[src/rtl/srec_loader.sv]
// srec_loader: streaming Motorola S-record decoder that turns S1/S2/S3 data bytes into byte writes.
// Define SREC_CHECKSUM_EN to verify record checksums; otherwise checksum nibbles are only hex-checked.
module srec_loader #(
  parameter int ADDR_W = 32,
  parameter logic [ADDR_W-1:0] ADDR_OFFSET = '0,
  parameter int CNT_W = 16
) (
  input  logic              clk,
  input  logic              reset,
  input  logic [7:0]        char_in,
  input  logic              char_valid,
  output logic              char_ready,
  output logic [ADDR_W-1:0] mem_address,
  output logic [31:0]       mem_data_in,
  output logic              mem_write,
  output logic [1:0]        mem_access_size,
  output logic [31:0]       entry_point,
  output logic [CNT_W-1:0]  rec_count,
  output logic              done,
  output logic              err,
  output logic [1:0]        err_code
);
  localparam logic [3:0] IDLE = 4'd0, TYPE = 4'd1, COUNT = 4'd2, ADDR = 4'd3, DATA = 4'd4,
                         WRITE = 4'd5, CSUM = 4'd6, EOL = 4'd7, SKIP = 4'd8, DONE = 4'd9;
  logic [3:0] state, rec_type, hnib, nib;
  logic [2:0] addr_len, abytes, tlen;
  logic [7:0] count, data_left, byte_w;
  logic [31:0] rec_addr;
  logic [ADDR_W-1:0] offset;
  logic half, xfer, take, is_cr, is_lf, is_dig, is_hex, in_field, is_data, is_term, csum_bad;
  logic [1:0] ecode;
  assign mem_access_size = 2'b00;
  assign char_ready = state != WRITE && state != DONE;
  always_comb begin
    xfer = char_valid && char_ready;
    is_cr = char_in == 8'h0d;
    is_lf = char_in == 8'h0a;
    is_dig = char_in >= 8'h30 && char_in <= 8'h39;
    is_hex = is_dig || (char_in >= 8'h41 && char_in <= 8'h46) || (char_in >= 8'h61 && char_in <= 8'h66);
    nib = is_dig ? char_in[3:0] : char_in[3:0] + 4'd9;
    byte_w = {hnib, nib};
    tlen = (char_in[3:0] inside {4'd0, 4'd1, 4'd5, 4'd9}) ? 3'd2 :
           (char_in[3:0] inside {4'd2, 4'd8}) ? 3'd3 :
           (char_in[3:0] inside {4'd3, 4'd7}) ? 3'd4 : 3'd0;
    in_field = state inside {COUNT, ADDR, DATA, CSUM};
    is_data = rec_type inside {4'd1, 4'd2, 4'd3};
    is_term = rec_type inside {4'd7, 4'd8, 4'd9};
    ecode = (!xfer || is_cr) ? 2'b00 :
            (state == IDLE) ? ((is_lf || char_in == 8'h53) ? 2'b00 : 2'b01) :
            (state == TYPE) ? (is_lf ? 2'b10 : (is_dig && tlen != 3'd0) ? 2'b00 : 2'b01) :
            in_field ? (is_lf ? 2'b10 : !is_hex ? 2'b01 :
                        (state == COUNT && half && byte_w <= {5'd0, addr_len}) ? 2'b10 : 2'b00) :
            (state == EOL && is_lf && csum_bad) ? 2'b11 : 2'b00;
    take = xfer && !is_cr && ecode == 2'b00;
  end
  always_ff @(posedge clk or posedge reset)
    if (reset) begin
      state <= IDLE; rec_type <= '0; hnib <= '0; half <= 1'b0; addr_len <= '0; abytes <= '0;
      count <= '0; data_left <= '0; rec_addr <= '0; offset <= '0;
      mem_address <= '0; mem_data_in <= '0; mem_write <= 1'b0;
      entry_point <= '0; rec_count <= '0; done <= 1'b0; err <= 1'b0; err_code <= 2'b00;
    end else begin
      mem_write <= 1'b0;
      if (ecode != 2'b00 && !err) begin
        err <= 1'b1;
        err_code <= ecode;
      end
      if (state == WRITE) begin
        offset <= offset + ADDR_W'(1);
        state <= data_left == 8'd0 ? CSUM : DATA;
      end else if (ecode != 2'b00) begin
        state <= is_lf ? IDLE : SKIP;
      end else if (take) begin
        if (in_field) begin
          half <= !half;
          hnib <= nib;
        end
        case (state)
          IDLE: state <= is_lf ? IDLE : TYPE;
          TYPE: begin
            rec_type <= char_in[3:0]; addr_len <= tlen; rec_addr <= '0; offset <= '0;
            half <= 1'b0; state <= COUNT;
          end
          COUNT: if (half) begin
            count <= byte_w; abytes <= addr_len; state <= ADDR;
          end
          ADDR: if (half) begin
            rec_addr <= {rec_addr[23:0], byte_w};
            abytes <= abytes - 3'd1;
            data_left <= count - {5'd0, addr_len} - 8'd1;
            if (abytes == 3'd1) state <= (count == {5'd0, addr_len} + 8'd1) ? CSUM : DATA;
          end
          DATA: if (half) begin
            data_left <= data_left - 8'd1;
            if (is_data) begin
              mem_address <= rec_addr[ADDR_W-1:0] + ADDR_OFFSET + offset;
              mem_data_in <= {24'h0, byte_w};
              mem_write <= 1'b1;
              state <= WRITE;
            end else if (data_left == 8'd1) state <= CSUM;
          end
          CSUM: if (half) state <= EOL;
          EOL: if (is_lf) begin
            if (is_data && ~&rec_count) rec_count <= rec_count + CNT_W'(1);
            if (is_term) begin
              entry_point <= rec_addr; done <= 1'b1;
            end
            state <= is_term ? DONE : IDLE;
          end
          SKIP: if (is_lf) state <= IDLE;
          default: ;
        endcase
      end
    end
`ifdef SREC_CHECKSUM_EN
  logic [7:0] sum;
  // running sum of count, address and data bytes; a record is good when checksum == ~sum
  always_ff @(posedge clk or posedge reset)
    if (reset) begin
      sum <= '0;
      csum_bad <= 1'b0;
    end else if (take && state == TYPE) begin
      sum <= '0;
      csum_bad <= 1'b0;
    end else if (take && half && (state inside {COUNT, ADDR, DATA})) begin
      sum <= sum + byte_w;
    end else if (take && half && state == CSUM) begin
      csum_bad <= byte_w != ~sum;
    end
`else
  assign csum_bad = 1'b0;
`endif
endmodule

[config.mk]
export PLATFORM = sky130hd
export DESIGN_NAME = srec_loader
export DESIGN_NICKNAME = d
export VERILOG_FILES = /design/src/rtl/srec_loader.sv
export SDC_FILE = /design/constraint.sdc
export NUM_CORES = 1
export LEC_CHECK = 0
export ABC_AREA = 1
export BUFFER_PORTS_ARGS = -buffer_cell sky130_fd_sc_hd__buf_2
export CAP_MARGIN = 20
export CELL_PAD_IN_SITES_DETAIL_PLACEMENT = 0
export CELL_PAD_IN_SITES_GLOBAL_PLACEMENT = 2
export CORE_ASPECT_RATIO = 0.7
export CORE_MARGIN = 1.5
export CORE_UTILIZATION = 37
export DETAILED_ROUTE_END_ITERATION = 6
export GPL_TIMING_DRIVEN = 0
export PLACE_DENSITY_LB_ADDON = 0.1
export SYNTH_ARGS = -nofsm -noshare
export SYNTH_HDL_FRONTEND = slang
export SYNTH_SLANG_ARGS = --single-unit
[constraint.sdc]
create_clock -name clk -period 13.1 [get_ports clk]
set_clock_uncertainty 0.1 [all_clocks]
set_input_delay 1.31 -clock clk [delete_from_list [all_inputs] [get_ports clk]]
set_output_delay 1.31 -clock clk [all_outputs]
set_load 0.01 [all_outputs]
==> flow_summary.ini, run 1 <==
[yosys]
synth-edff-count = 0
yosys.area.top_type = dfrtp_1
synth_common_cells = 570 x nand2_1, 192 x dfrtp_1, 140 x nand3_1
synth_area_leaders = dfrtp_1 41%, nand2_1 18%, nand3_1 6.0%, ha_1 5.2%, inv_1 4.4%
yosysSeqAreaShare_pct = 41.0
ys_seq_elements = 192
post_synth_instance_area_um2 = 11700
syn_area_per_cell_um2 = 7.33
synth.most_common_cell = nand2_1
async_reset_ff_share_pct = 100
ys.flop_type = dfrtp_1
synthDistinctLibCells = 45
ys.warnings.count = 0
synth_top_area_share_pct = 41.0
synthCells = 1600

[cts]
cts_buffer_depth = 2
ctsResizeCount = 0
clock_latency_ns = 0.46
numCtsBuffers = 17
htree_levels = 4
cts.root.buffer_cell = clkbuf_16
tritoncts = done
post-cts-setup-buffer-count = 0
cts_hold_buffers = 0
clk_pin_slew_ns = 0.08
clock-sinks = 192

[cells_and_area]
layout-drive-gt1-share_pct = 12.5
final_util_pct = 43.2
nets = 1811
fin_cells = 2182
diodes = 0
final_cell_area_um2 = 13500
fillerInstances = 3275
area_growth_pct = 14.7

[timing]
setup_violations = 0
period_needed_ns = 4.78
hold_viol = 0
fin_ws_ns = 8.32
tns_ns = 0
tightest_slew_ns = 1.08
rsz0062_at_grt = no
max_slew_margin_pct = 27.1
fin_crit_sh_pct = 36.5
final_max_slew_viol_count = 0
max_freq_mhz = 209

[setup_path]
crit_family = simple AND/OR/NAND/NOR gates
cp-start-kind = primary input
endpoint_kind = flip-flop
critPathBufInv = 3
max_stage_delay_ns = 0.78
cp_max_fo = 10
crit_type = in -> reg
cp_cell_sequence = buf_2 > inv_1 > ha_1 > nor2_1 > nand2_1 > nand3_2 > o21ai_1 > ha_1 > nand3_1 > nand2_1 > nand2_1 > nor2_1 > nand2_1 > nand2_2 > nand2_4 > nand3_4 > nor2_2 > buf_2 > nand3_1 > nand2_1
critPathSlowestCell = o21ai_1
worstPathRequired_ns = 13.40
cp_common_cell = nand2_1
worstPathArrival_ns = 5.08

[placement]
portBuffers = 104
dp_cells = 2150
routabilityCongestion = 0.889
post_dp_cell_area_um2 = 12900
hpwl_um = 30100
pre_cts_slack_ns = 7.88

[job]
drv_cap = 0

[power_and_ir_drop]
internal_power_w = 0.00113
p_per_area_nw_per_um2 = 142
peakVddDrop_mv = 0.0731
combPwrFrac_pct = 30.4
p_leak_nw = 7.23
p_sw_share_pct = 40.8
pwr-share-clk_pct = 27.0
p_sw_w = 0.000780
sequentialPowerShare_pct = 42.6

[floorplan]
rows = 54
ios = 131
die_area_um2 = 32800
die_x_um = 216
fp.dieH_um = 152
core-area_um2 = 31100
start_util_pct = 37.7

[routing]
drtIter0Drc = 951
ant_nets = 0
first_pass_iters = 6
wl_um = 37800
vias = 10900
avgRoutedWirePerCell_um = 17.3
drc = 0
via_per_inst = 5.01

[global_routing]
antenna_found_initial = 1
grt_overflow = 0
met1_usage_pct = 41.5
grt_use_met2_pct = 29.1
global_route.usage.met3_pct = 3.98
grt_use_total_pct = 23.6
grt_pass1_wl_um = 59400
top_usage_layer = met1
grt_pass1_vias = 9776
grt_max_degree = 99

[worst_hold_path]
min_path_type = reg -> reg

[status]
outcome = finished clean
state kept, by name, summed over array words and instances (netlist names), 8 cells and up:
| register | count |
|---|---|
| entry_point | 32 |
| rec_count | 16 |
| mem_data_in | 8 |
| data_left | 8 |
| rec_addr | 32 |
| offset | 32 |
| count | 8 |
| mem_address | 32 |
cell families (layout without fill, tap and decap cells):
family / count (synthesis) / count (layout) / synth area share [%]
fa+ha+maj: 51 / 51 / 5.57
xor+xnor: 53 / 53 / 3.96
flops: 192 / 192 / 41.0
simple gates: 900 / 900 / 32.2
compound gates: 195 / 195 / 9.24
other cells: 1 / 26 / 0.0320
buf+inv: 208 / 345 / 8.05
power by group through the flow:
stage          Combinational, W  Clock, W  Sequential, W
2_1_floorplan          0.000419         0       0.000771
3_3_place_gp           0.000575         0       0.000819
3_5_place_dp           0.000577         0       0.000820
4_1_cts                0.000581  0.000527       0.000809
5_1_grt                0.000665  0.000551       0.000826
6_report               0.000582  0.000515       0.000815
cell usage in the layout (no fill, tap or decap), drive strengths merged, types with 2 or more instances in the layout:
cell type / synthesis / layout
o31ai: 2 / 2
nand4: 25 / 25
o21a: 2 / 2
a31oi: 7 / 7
or2: 3 / 3
inv: 144 / 152
a21o: 6 / 6
nand2: 574 / 574
a21boi: 6 / 6
a21oi: 39 / 39
nand3: 142 / 142
clkinv: 1 / 6
ha: 49 / 49
dfrtp: 192 / 192
nor3: 22 / 22
nand3b: 5 / 5
fa: 2 / 2
buf: 54 / 159
xnor2: 30 / 30
nor2: 119 / 119
conb: 1 / 26
xor2: 23 / 23
o21ai: 118 / 118
clkbuf: 9 / 27
a211oi: 2 / 2
o21bai: 10 / 10
nor4: 8 / 8
per-layer routing:
layer  wire length [µm]  part of all wire, %
met3               2180                  5.8
met2              13700                   36
met1              21800                   58
met4                167                 0.44
met5                  0                    0
worst paths after layout:
path / start / to / slack, ns / depth (start not counted)
hold / removal: done / done / 0.36 / 1
setup reg to reg: offset[0] / mem_address[18] / 9.92 / 12
setup / recovery: char_in[1] / mem_address[25] / 8.32 / 20
max in group asynchronous: reset / entry_point[24] / 11.07 / 3
min in group asynchronous: reset / entry_point[8] / 0.89 / 2
hold reg to reg: done / done / 0.36 / 1
layout make-up:
| cell class | count | area [µm²] | share of cell area, % |
|---|---|---|---|
| multi-input cells | 1225 | 6070 | 45.1 |
| inverters | 145 | 552 | 4.10 |
| repair buffers | 105 | 548 | 4.07 |
| well taps | 420 | 526 | 3.91 |
| plain buffers | 63 | 400 | 2.98 |
| clock buffers | 18 | 429 | 3.19 |
| flip-flops and latches | 192 | 4800 | 35.7 |
| clock inverters | 14 | 120 | 0.893 |
per-stage QoR:
stage                     hold slack [ns]  total power (W)
final                               0.364          0.00191
after global routing                0.386          0.00204
after CTS                           0.369          0.00192
after detailed placement            0.350          0.00140
after global placement              0.344          0.00139
after floorplan                     0.346          0.00119
Power figures use the tool's default switching activity.
==> run 2: changes to the inputs <==
--- a/config.mk
+++ b/config.mk
@@ -5,14 +5,14 @@
 export SDC_FILE = /design/constraint.sdc
 export NUM_CORES = 1
 export LEC_CHECK = 0
-export ABC_AREA = 1
+export ABC_AREA = 0
 export BUFFER_PORTS_ARGS = -buffer_cell sky130_fd_sc_hd__buf_2
 export CAP_MARGIN = 20
 export CELL_PAD_IN_SITES_DETAIL_PLACEMENT = 0
 export CELL_PAD_IN_SITES_GLOBAL_PLACEMENT = 2
 export CORE_ASPECT_RATIO = 0.7
 export CORE_MARGIN = 1.5
-export CORE_UTILIZATION = 37
+export CORE_UTILIZATION = 34
 export DETAILED_ROUTE_END_ITERATION = 6
 export GPL_TIMING_DRIVEN = 0
 export PLACE_DENSITY_LB_ADDON = 0.1
==> constraint.sdc (replaced) <==
create_clock -name clk -period 4.3 [get_ports clk]
set_clock_uncertainty 0.1 [all_clocks]
set_input_delay 0.43 -clock clk [delete_from_list [all_inputs] [get_ports clk]]
set_output_delay 0.43 -clock clk [all_outputs]
set_load 0.01 [all_outputs]
==> flow_summary.ini, run 2 <==
[yosys]
synth_fa_ha_area_share_pct = 6.11
synth_area_leaders = dfrtp_1 45%, ha_1 5.7%, mux2_2 5.4%, o21ai_0 5.2%, nand2_1 5.0%
synth_top_family_by_area = simple AND/OR/NAND/NOR gates
synth_compound_area_share_pct = 15.3
ys.flop_type = dfrtp_1
synthSimpleGateAreaFrac_pct = 15.7
ys.warnings.count = 0
synth-edff-count = 0
synthDistinctLibCells = 74
post_synth_instance_area_um2 = 10700
async_reset_ff_share_pct = 100
synth.most_common_cell = dfrtp_1
yosysSeqAreaShare_pct = 45.0
syn_area_per_cell_um2 = 9.73
synth-xor-area-share_pct = 4.43
muxShareOfSynthArea_pct = 8.99
ys_seq_elements = 192
yosys.area.top_type = dfrtp_1
synth_common_cells = 192 x dfrtp_1, 142 x nand2_1, 110 x o21ai_0
synth_top_area_share_pct = 45.0
synthCells = 1098

[cells_and_area]
layout-drive-gt1-share_pct = 21.6
area_growth_pct = 20.5
final_util_pct = 41.5
mostFrequentLayoutCells = 192 x dfrtp_1, 141 x nand2_1, 109 x o21ai_0
diodes = 0
final_cell_area_um2 = 12900
nets = 1330
final_common_cell = dfrtp_1
fillerInstances = 3078

[placement]
routabilityCongestion = 0.848
post_dp_cell_area_um2 = 11900
portBuffers = 104
hpwl_um = 24100

[floorplan]
die_area_um2 = 32500
core-area_um2 = 31000
die_x_um = 215
fp.dieH_um = 151
rows = 54
ios = 131
start_util_pct = 34.5

[cts]
cts_buffer_depth = 2
clock_latency_ns = 0.45
cts.root.buffer_cell = clkbuf_16
numCtsBuffers = 17
tritoncts = done
htree_levels = 4
clk_pin_slew_ns = 0.08
clock-sinks = 192

[setup_path]
worstPathRequired_ns = 4.53
endpoint_kind = flip-flop
r2r_setup_slack_ns = 0.27
reg2regPathDepth = 14
cp-start-kind = primary input
max_stage_delay_ns = 0.42
cp_max_fo = 6
worstPathArrival_ns = 4.42
critPathBufInv = 8
r2r-start = state[2]
critPathSlowestCell = or3_4
r2r_end = entry_point[17]
crit_family = buffers and inverters
cp_cell_sequence = clkbuf_4 > inv_4 > ha_4 > or3_4 > o211ai_4 > buf_12 > nand2_4 > xnor2_4 > ha_4 > nand3_1 > o21ai_2 > o2111ai_4 > o31ai_4 > a221oi_2 > buf_4 > buf_4 > and2_1 > buf_6 > nand4_4 > buf_12 > bufbuf_16 > mux2_1
crit_type = in -> reg

[job]
drv_cap = 0

[power_and_ir_drop]
finalPower_w = 0.00653
peakVddDrop_mv = 0.246
p_per_area_nw_per_um2 = 507
p_leak_nw = 6.28

[worst_hold_path]
min_path_cells = 3
holdCritStartpoint = char_valid
whs_endpoint = err_code[0]
min_path_type = in -> reg

[timing]
max_freq_mhz = 239
rsz0062_at_grt = no
max_slew_margin_pct = 34.1
fin_crit_sh_pct = 97.3
final_max_slew_viol_count = 0
tightest_slew_ns = 0.984
setup_violations = 0
hold_viol = 0
period_needed_ns = 4.18
hold_slack_ns = 0.271

[global_routing]
antenna_found_initial = 0
grt_overflow = 0
grt_use_total_pct = 20.4
grt_pass1_vias = 8209
grt_max_degree = 40
grt_pass1_wl_um = 50000

[routing]
first_pass_iters = 5
drtIter0Drc = 615
vias = 8778
via_per_inst = 5.16
avgRoutedWirePerCell_um = 19.1
drc = 0
ant_nets = 0
wl_um = 32400

[status]
outcome = finished clean
run 2: cell types whose count changed in the layout (fill, tap and decap cells not counted), sizes merged, moves of 10 or more:
cell    before  now
a21oi       39   49
mux2         0   80
nand3      142   44
and3         0   12
nand4       25   15
clkbuf      27   49
inv        152   34
nor2       119   59
nand2      574  142
run 2: cell type report:
type	instances	area, µm²	share of cell area, %
inverter	33	134	1.04
multi-input combinational	833	5630	43.7
buffer	65	403	3.13
clock buffer	21	470	3.65
sequential	192	4800	37.3
clock inverter	10	103	0.797
timing repair buffer	126	806	6.26
tap	420	526	4.08
run 2: cell families (layout without fill, tap and decap cells):
| kind of cell | after synthesis | count (layout) |
|---|---|---|
| muxes | 86 | 86 |
| and+or+nand+nor | 351 | 351 |
| DFF | 192 | 192 |
| buffers and inverters | 98 | 255 |
| other | 1 | 26 |
| adders and majority gates | 51 | 51 |
| AOI/OAI and AO/OA | 265 | 265 |
| xor gates and xnor gates | 54 | 54 |
run 2: worst max path at each step:
| stage | slack, ns | cells after the start | to | from |
|---|---|---|---|---|
| final | 0.12 | 22 | entry_point[17] | char_in[1] |
| after global routing | 0.02 | 18 | offset[8] | char_in[1] |
| after CTS | 0.03 | 21 | entry_point[11] | char_in[1] |
| after detailed placement | -1.61 | 17 | mem_address[28] | char_in[1] |
| after global placement | -1.70 | 16 | mem_address[28] | char_in[1] |
| after floorplan | 0.29 | 16 | mem_address[4] | char_in[1] |
run 2: what timing repair did:
action                                 CTS  global route
resized for setup                       29            14
pin swaps                                6             4
gates cloned                             1             0
endpoints found under the hold margin   24             0
hold buffers                             1             0
setup endpoints to repair              169           131
buffers inserted                        13             1
run 2: worst min-delay path, stage by stage:
cell and delay [ns]:
buf_2 0.10, o311ai_0 0.15, o31ai_1 0.10
run 2: report_power, final:
group / internal [W] / total, W / switching (W)
Clock: 0.000850 / 0.00162 / 0.000766
Sequential: 0.00217 / 0.00260 / 0.000431
Combinational: 0.000937 / 0.00232 / 0.00138
run 2: metrics by stage:
stage	setup WS, ns	TNS (ns)	cells
2_1_floorplan	0.286	0	1123
3_3_place_gp	-1.70	-266.82	1647
3_5_place_dp	-1.61	-216.31	1653
4_1_cts	0.0310	0	1699
5_1_grt	0.0219	0	1700
6_report	0.118	0	1700
run 2: metal layers:
metal,vias to the layer above,share of wire [%],global-route usage [%]
li1,4231,-,-
met3,21,4.2,3.69
met2,194,38,26.4
met1,4332,56,33.6
met4,0,0.91,4.79
met5,-,0,0
